[src/rtl/frame_tx.sv]
// frame_tx: Manchester framer serialising a 96-bit uid/zid/cnt/type frame, optional preamble via FRAME_TX_PREAMBLE_EN
module frame_tx #(
  parameter int DIV      = 16,
  parameter int GAP_BITS = 8,
  parameter int PRE_LEN  = 16
) (
  input  logic        clk,
  input  logic        rst_n,
  input  logic        start,
  input  logic [15:0] uid,
  input  logic [7:0]  zid,
  input  logic [7:0]  cnt,
  input  logic [7:0]  typ,
  output logic        bout,
  output logic        ben,
  output logic        busy,
  output logic        done
);
`ifdef FRAME_TX_PREAMBLE_EN
  typedef enum logic [1:0] {IDLE, PRE, SEND, GAP} state_t;
  localparam logic [7:0] PRE_M1 = 8'(PRE_LEN - 1);
  if (PRE_LEN < 2 || PRE_LEN > 64 || PRE_LEN % 2 != 0) begin : g_pre_chk
    $error("frame_tx: PRE_LEN must be even and within 2..64");
  end
`else
  typedef enum logic [1:0] {IDLE, SEND, GAP} state_t;
`endif
  localparam logic [15:0] DIV_M1 = 16'(DIV - 1);
  localparam logic [7:0]  GAP_M1 = 8'(GAP_BITS - 1);
  state_t      state, state_nx;
  logic [15:0] div_cnt;
  logic [7:0]  bit_cnt;
  logic [95:0] sr;
  logic        tick, last;
  function automatic logic [15:0] man(input logic [7:0] b);
    man = '0;
    for (int i = 0; i < 8; i++) man[2*i +: 2] = b[i] ? 2'b10 : 2'b01;
  endfunction
  assign tick = div_cnt == DIV_M1;
  // last bit period of the current phase
  always_comb begin
    last = 1'b0;
    if (state == SEND) last = bit_cnt == 8'd95;
    if (state == GAP) last = bit_cnt == GAP_M1;
`ifdef FRAME_TX_PREAMBLE_EN
    if (state == PRE) last = bit_cnt == PRE_M1;
`endif
  end
  // state register
  always_ff @(posedge clk or negedge rst_n)
    if (!rst_n) state <= IDLE;
    else state <= state_nx;
  // next-state logic: each phase ends on the strobe of its last bit period
  always_comb begin
    state_nx = state;
    case (state)
`ifdef FRAME_TX_PREAMBLE_EN
      IDLE: state_nx = start ? PRE : IDLE;
      PRE:  state_nx = (tick && last) ? SEND : PRE;
`else
      IDLE: state_nx = start ? SEND : IDLE;
`endif
      SEND: state_nx = (tick && last) ? GAP : SEND;
      GAP:  state_nx = (tick && last) ? IDLE : GAP;
      default: state_nx = IDLE;
    endcase
  end
  // bit-period divider, bit counter and frame shift register
  always_ff @(posedge clk or negedge rst_n)
    if (!rst_n) begin
      div_cnt <= '0;
      bit_cnt <= '0;
      sr      <= '0;
    end else begin
      div_cnt <= (state == IDLE || tick) ? 16'd0 : div_cnt + 16'd1;
      bit_cnt <= (state == IDLE || (tick && last)) ? 8'd0 : tick ? bit_cnt + 8'd1 : bit_cnt;
      if (state == IDLE && start)
        sr <= {8'hF0, man(typ), man(cnt), man(zid), man(uid[15:8]), man(uid[7:0]), 8'h0F};
      else if (state == SEND && tick)
        sr <= {sr[94:0], 1'b0};
    end
  // outputs decoded from state, divider and counters
  always_comb begin
    bout = state == SEND && sr[95];
    ben  = state == SEND && tick;
`ifdef FRAME_TX_PREAMBLE_EN
    if (state == PRE) begin
      bout = ~bit_cnt[0];
      ben  = tick;
    end
`endif
    done = state == GAP && tick && last;
    busy = state != IDLE && !done;
  end
endmodule

[config.mk]
export PLATFORM = sky130hd
export DESIGN_NAME = frame_tx
export DESIGN_NICKNAME = d
export VERILOG_FILES = /design/src/rtl/frame_tx.sv
export SDC_FILE = /design/constraint.sdc
export NUM_CORES = 1
export LEC_CHECK = 0
export ABC_AREA = 1
export ABC_CLOCK_PERIOD_IN_PS = 1700
export CAP_MARGIN = 30
export CORE_MARGIN = 1
export CORE_UTILIZATION = 39
export CTS_BUF_LIST = sky130_fd_sc_hd__clkbuf_4 sky130_fd_sc_hd__clkbuf_8
export CTS_CLUSTER_SIZE = 28
export DETAILED_ROUTE_END_ITERATION = 10
export DONT_BUFFER_PORTS = 1
export PLACE_DENSITY = 0.61
export REMOVE_ABC_BUFFERS = 1
export SLEW_MARGIN = 20
export SYNTH_ARGS = -nofsm -noshare
export SYNTH_HDL_FRONTEND = slang
export SYNTH_SLANG_ARGS = --single-unit
[constraint.sdc]
create_clock -name clk -period 1.7 [get_ports clk]
set_input_delay 0.34 -clock clk [delete_from_list [all_inputs] [get_ports clk]]
set_output_delay 0.34 -clock clk [all_outputs]
set_load 0.02 [all_outputs]
==> results of run 1 <==
[power by group through the flow]
stage	Sequential, mW	Combinational, mW	Clock [mW]
6_report	2.90	0.000478	2.57
5_1_grt	2.90	0.000541	2.75
4_1_cts	2.90	0.000495	2.63
3_5_place_dp	2.96	0.000481	0
3_3_place_gp	2.96	0.000639	0
2_1_floorplan	2.96	0.000419	0
[flip-flops by register name, summed over array words and instances (netlist names)]
signal,count
state,2
bit_cnt,8
sr,96
div_cnt,16
[routing by layer]
| metal | track usage, % | up-vias | part of all wire, % |
|---|---|---|---|
| met5 | 0 | - | 0 |
| met2 | 28.5 | 90 | 47 |
| met1 | 23.6 | 2568 | 46 |
| met4 | 4.98 | 0 | 0.84 |
| li1 | - | 2751 | - |
| met3 | 6.19 | 11 | 5.8 |
[cell usage after synthesis]
| cell type | number |
|---|---|
| clkinv_1 | 1 |
| xor2_1 | 5 |
| a31oi_1 | 1 |
| inv_2 | 3 |
| dfrtp_1 | 122 |
| o21ai_1 | 1 |
| o21ai_0 | 65 |
| nand4_1 | 12 |
| o21ai_2 | 2 |
| buf_1 | 6 |
| ha_1 | 2 |
| nand2_2 | 4 |
| o211ai_2 | 1 |
| nand2_4 | 1 |
| nand3_2 | 1 |
| clkbuf_1 | 5 |
| o21bai_1 | 1 |
| nor2_4 | 3 |
| nand3_4 | 1 |
| nand3_1 | 92 |
| inv_1 | 36 |
| buf_6 | 19 |
| nor3b_1 | 2 |
| nor3_1 | 11 |
| nand2_1 | 380 |
| buf_2 | 19 |
| nor2_1 | 48 |
| a21oi_1 | 2 |
[logic make-up after synthesis]
family	synth area share, %
XOR/XNOR	0.693
adder cells (fa/ha/maj)	0.396
AO/OA/AOI/OAI	6.08
buffers and inverters	7.92
AND/OR/NAND/NOR	36.6
flip-flops	48.3
[worst register-to-register path: cells and delay by family, from the launching register on]
| family | cells | cell delay, ns |
|---|---|---|
| buf+inv | 4 | 0.51 |
| fa+ha+maj | 1 | 0.19 |
| simple gates | 7 | 0.66 |
| flops | 1 | 0.36 |
[through the flow]
step / hold slack (ns) / power, mW / utilization [%] / setup TNS (ns) / cell area, µm²
final: -0.415 / 5.47 / 47.6 / -4.60 / 7540
after global routing: -0.440 / 5.65 / 47.6 / -14.96 / 7540
after CTS: -0.447 / 5.53 / 45.4 / -1.17 / 7180
after detailed placement: 0.0513 / 2.96 / 42.4 / 0 / 6710
after global placement: 0.0506 / 2.96 / 42.4 / 0 / 6710
after floorplan: 0.0444 / 2.96 / - / -162.94 / 5970
[cell type report]
class | instances | area (µm²) | area share, %
timing repair buffer | 60 | 763 | 10.1
clock inverter | 9 | 90.1 | 1.20
tap | 216 | 270 | 3.59
multi-input combinational | 636 | 2900 | 38.5
clock buffer | 23 | 304 | 4.03
inverter | 40 | 153 | 2.03
sequential | 122 | 3050 | 40.5
[final timing paths]
kind / slack, ns / to / start
setup / recovery: -0.38 / done / div_cnt[1]
hold / removal: -0.42 / div_cnt[2] / rst_n
setup reg to reg: -0.08 / sr[62] / div_cnt[1]
hold reg to reg: 0.49 / sr[92] / sr[91]
max in group asynchronous: 1.94 / sr[86] / rst_n
min in group clk: 0.08 / sr[42] / zid[1]
[timing repair]
action | CTS | global route
hold endpoints to repair | 122 | 122
gates cloned | 0 | 9
resized for setup | 13 | 59
pin swaps | 3 | 0
setup endpoints to repair | 4 | 99
buffers inserted | 5 | 2
==> flow_summary.json, run 1 <==
{
  "drv_cap": 0,
  "portBuffers": 0,
  "final_max_slew_viol_count": 0,
  "grtUsageTotal_pct": 18.1,
  "p_seq_share_pct": 53.0,
  "clkTransAtPathRegs_ns": 0.07,
  "peakVddDrop_v": 0.000437,
  "drc": 0,
  "critPathCaptureType": "primary output",
  "crit_type": "reg2out",
  "dpl.cell_count": 1058,
  "swShare_pct": 22.4,
  "final_cell_mix": "nand2_1 (362), dfrtp_1 (122), nand3_1 (88), o21ai_0 (47), nor2_1 (45)",
  "yosys_warnings": 0,
  "fin_crit_ns": 2.08,
  "holdWs_ns": -0.415,
  "wl_um": 14700,
  "grt.overflow.total": 0,
  "cts_tree": "yes",
  "drtIter0Drc": 371,
  "netlist.area_leader.share_pct": 48.3,
  "powerDensity_mw_per_mm2": 726,
  "num_vias": 5420,
  "synth.distinct_cells": 28,
  "synth_area_mm2": 0.00632,
  "fillers": 1559,
  "antennaDiodeCount": 0,
  "hp-class": "in2async",
  "slowest_delay_ns": 0.36,
  "stdcell_count": 1106,
  "cp_slowest_cell": "dfrtp_1",
  "grt_start_max_net_pins": 123,
  "crit_fanout": 3,
  "syn_to_final_growth_pct": 19.3,
  "synth-seq-cells": 122,
  "die_y_um": 129,
  "setup_slack_ns": -0.385,
  "synth_area_leaders": "dfrtp_1 (48%), nand2_1 (23%), nand3_1 (7.3%)",
  "path_cells": "ha_2, nand2_2, nor2_4, inv_2, nor2_4, nand2_2, nor3_2, buf_4",
  "skew_ns": 0.0103,
  "die_w_um": 129,
  "max_freq_mhz": 480,
  "relSlewSlack_pct": 76.3,
  "startpoint_type": "flip-flop",
  "syn_area_per_cell_um2": 7.47,
  "setup_viol": 86,
  "synth-seq-area-share_pct": 48.3,
  "intPower_mw": 4.24,
  "reg2reg_depth": 12,
  "required_ns": 1.36,
  "gp_congestion": 0.842,
  "path_depth": 8,
  "firstDrtPassIters": 5,
  "rows": 46,
  "grt_pass1_wl_um": 23700,
  "violations": "negative hold slack, negative setup slack",
  "initial_utilization_pct": 39.9,
  "clkSinkCount": 122,
  "grt_antenna_before_repair": 0,
  "detail-route-antenna-nets": 0,
  "pwr-share-comb_pct": 0,
  "wl_per_cell_um": 13.3,
  "die-area_mm2": 0.0167,
  "clock_latency_ns": 0.45,
  "root_buffer": "clkbuf_8",
  "cp.buffers_inverters": 2,
  "preCtsSetupSlack_ns": 0.0298,
  "layout.nets": 922,
  "leakage_nw": 3.91,
  "cts_htree_levels": 4,
  "crit_family": "simple AND/OR/NAND/NOR gates",
  "clockPowerShare_pct": 47.0,
  "cts_buffers": 17,
  "post_drt_via_cell_ratio": 4.90,
  "switching_power_mw": 1.23,
  "yosysTopAreaCell": "dfrtp_1",
  "cts_buffer_depth": 2,
  "ios": 47,
  "netlist_instances": 846,
  "coreArea_mm2": 0.0158,
  "drive_above_1_share_pct": 16.0,
  "finalCritPeriodShare_pct": 123,
  "tightest_slew_ns": 0.355,
  "final_common_cell": "nand2_1",
  "grt_pass1_vias": 4995,
  "outcome": "complete, but fails checks",
  "rsz0062_at_grt": "yes",
  "dp_hpwl_um": 8470,
  "finalHoldViolCount": 122,
  "cp_data_arrival_time_ns": 1.74
}
Power figures use the tool's default switching activity.
==> inputs of run 2 (changes only) <==
--- a/config.mk
+++ b/config.mk
@@ -6,8 +6,7 @@
 export NUM_CORES = 1
 export LEC_CHECK = 0
 export ABC_AREA = 1
-export ABC_CLOCK_PERIOD_IN_PS = 1700
-export CAP_MARGIN = 30
+export ABC_CLOCK_PERIOD_IN_PS = 1900
 export CORE_MARGIN = 1
 export CORE_UTILIZATION = 39
 export CTS_BUF_LIST = sky130_fd_sc_hd__clkbuf_4 sky130_fd_sc_hd__clkbuf_8
==> constraint.sdc (replaced) <==
create_clock -name clk -period 1.9 [get_ports clk]
set_input_delay 0.38 -clock clk [delete_from_list [all_inputs] [get_ports clk]]
set_output_delay 0.38 -clock clk [all_outputs]
set_load 0.02 [all_outputs]
==> flow_summary.json, run 2 (same netlist as run 1, synthesis figures left out) <==
{
  "outcome": "complete, but fails checks",
  "violations": "negative hold slack, negative setup slack",
  "clock_latency_ns": 0.45,
  "grt_pass1_vias": 4874,
  "max_freq_mhz": 474,
  "post_drt_via_cell_ratio": 4.78,
  "grt_start_max_net_pins": 123,
  "fillers": 1609,
  "grtUsageTotal_pct": 17.3,
  "regMostFlops": "sr",
  "critPathCaptureType": "primary output",
  "grt.overflow.total": 0,
  "cts_htree_levels": 4,
  "finalHoldViolCount": 122,
  "cts_tree": "yes",
  "largest_reg_flops": 96,
  "setup_slack_ns": -0.208,
  "leakage_nw": 3.70,
  "final_cell_mix": "nand2_1 (378), dfrtp_1 (122), nand3_1 (90), o21ai_0 (63), nor2_1 (40)",
  "portBuffers": 0,
  "fin_area_mm2": 0.00711,
  "detail-route-antenna-nets": 0,
  "hp-class": "in2async",
  "gp_congestion": 0.815,
  "drc": 0,
  "preCtsSetupSlack_ns": 0.105,
  "cts_buffer_depth": 2,
  "skew_ns": 0.0116,
  "tightest_slew_ns": 0.399,
  "drive_above_1_share_pct": 11.6,
  "die_y_um": 129,
  "powerDensity_mw_per_mm2": 695,
  "final_common_cell": "nand2_1",
  "finalCritPeriodShare_pct": 111,
  "grt_antenna_before_repair": 0,
  "crit_fanout": 3,
  "antennaDiodeCount": 0,
  "coreArea_mm2": 0.0158,
  "rsz0062_at_grt": "yes",
  "wl_per_cell_um": 12.4,
  "clkTransAtPathRegs_ns": 0.07,
  "crit_type": "reg2out",
  "wl_um": 13400,
  "reg.largest.list": "sr: 96 flops, div_cnt: 16 flops, bit_cnt: 8 flops",
  "firstDrtPassIters": 4,
  "tns_ns": -0.552,
  "holdWs_ns": -0.370,
  "dp_hpwl_um": 8050,
  "root_buffer": "clkbuf_8",
  "grt_pass1_wl_um": 22700,
  "startpoint_type": "flip-flop",
  "finalPower_mw": 4.94,
  "required_ns": 1.52,
  "initial_utilization_pct": 39.9,
  "num_vias": 5162,
  "final_max_slew_viol_count": 0,
  "peakVddDrop_v": 0.000526,
  "drv_cap": 0,
  "die_w_um": 129,
  "fin_crit_ns": 2.11,
  "syn_to_final_growth_pct": 12.6,
  "cts_buffers": 17,
  "setup_viol": 3,
  "rows": 46,
  "drtIter0Drc": 366,
  "relSlewSlack_pct": 73.4,
  "ios": 47,
  "clkSinkCount": 122,
  "cp_data_arrival_time_ns": 1.73,
  "die-area_mm2": 0.0167,
  "layout.nets": 896,
  "placed_area_mm2": 0.00653
}
[run 2: repair_timing]
action	CTS	global route
gates resized for setup	16	11
cloned	1	0
endpoints found under the setup margin	4	96
buffers inserted	6	3
endpoints found under the hold margin	122	122
pin swaps	10	6
[run 2: power breakdown]
group	switching [mW]	internal, mW	leakage (nW)
clock	1.03	1.32	0.206
combinational	0.000322	0.000167	1.84
sequential	0	2.60	1.65
[run 2: path summary, 6_finish.rpt]
| check | start | to | slack, ns | cells past startpoint |
|---|---|---|---|---|
| max | bit_cnt[1] | done | -0.21 | 8 |
| max in group asynchronous | rst_n | sr[72] | 2.13 | 0 |
| max reg2reg | div_cnt[1] | sr[63] | 0.13 | 10 |
| min in group clk | uid[15] | sr[38] | 0.13 | 3 |
| min | rst_n | div_cnt[2] | -0.37 | 0 |
| min reg2reg | sr[93] | sr[94] | 0.50 | 2 |
[run 2: critical path: stages (launching register included)]
cell and delay (ns):
dfrtp_1 0.38, ha_2 0.20, nand2_2 0.08, inv_2 0.08
nand3_2 0.09, nor2_2 0.12, nor2_2 0.05, nor3_2 0.14
buf_4 0.16
[run 2: routing by layer]
layer,share of wire (%),wire (µm),vias up,track usage [%]
met3,6.5,872,8,6.48
met4,1.1,150,0,5.40
met1,46,6200,2380,21.7
met2,46,6160,85,27.5
met5,0,0,-,0
li1,-,-,2689,-
[run 2: stage by stage]
step | util, % | instances
after detailed placement | 41.2 | 1038
after global routing | 44.9 | 1079
final | 44.9 | 1079
after global placement | 41.2 | 1038
after floorplan | - | 797
after CTS | 44.5 | 1076
[run 2: final cells by class]
cell class	instances	area, µm²	area share [%]
clock buffer	24	305	4.29
multi-input combinational	635	2850	40.1
inverter	40	153	2.15
tap	216	270	3.80
clock inverter	7	91.3	1.28
timing repair buffer	35	383	5.39
sequential	122	3050	42.9
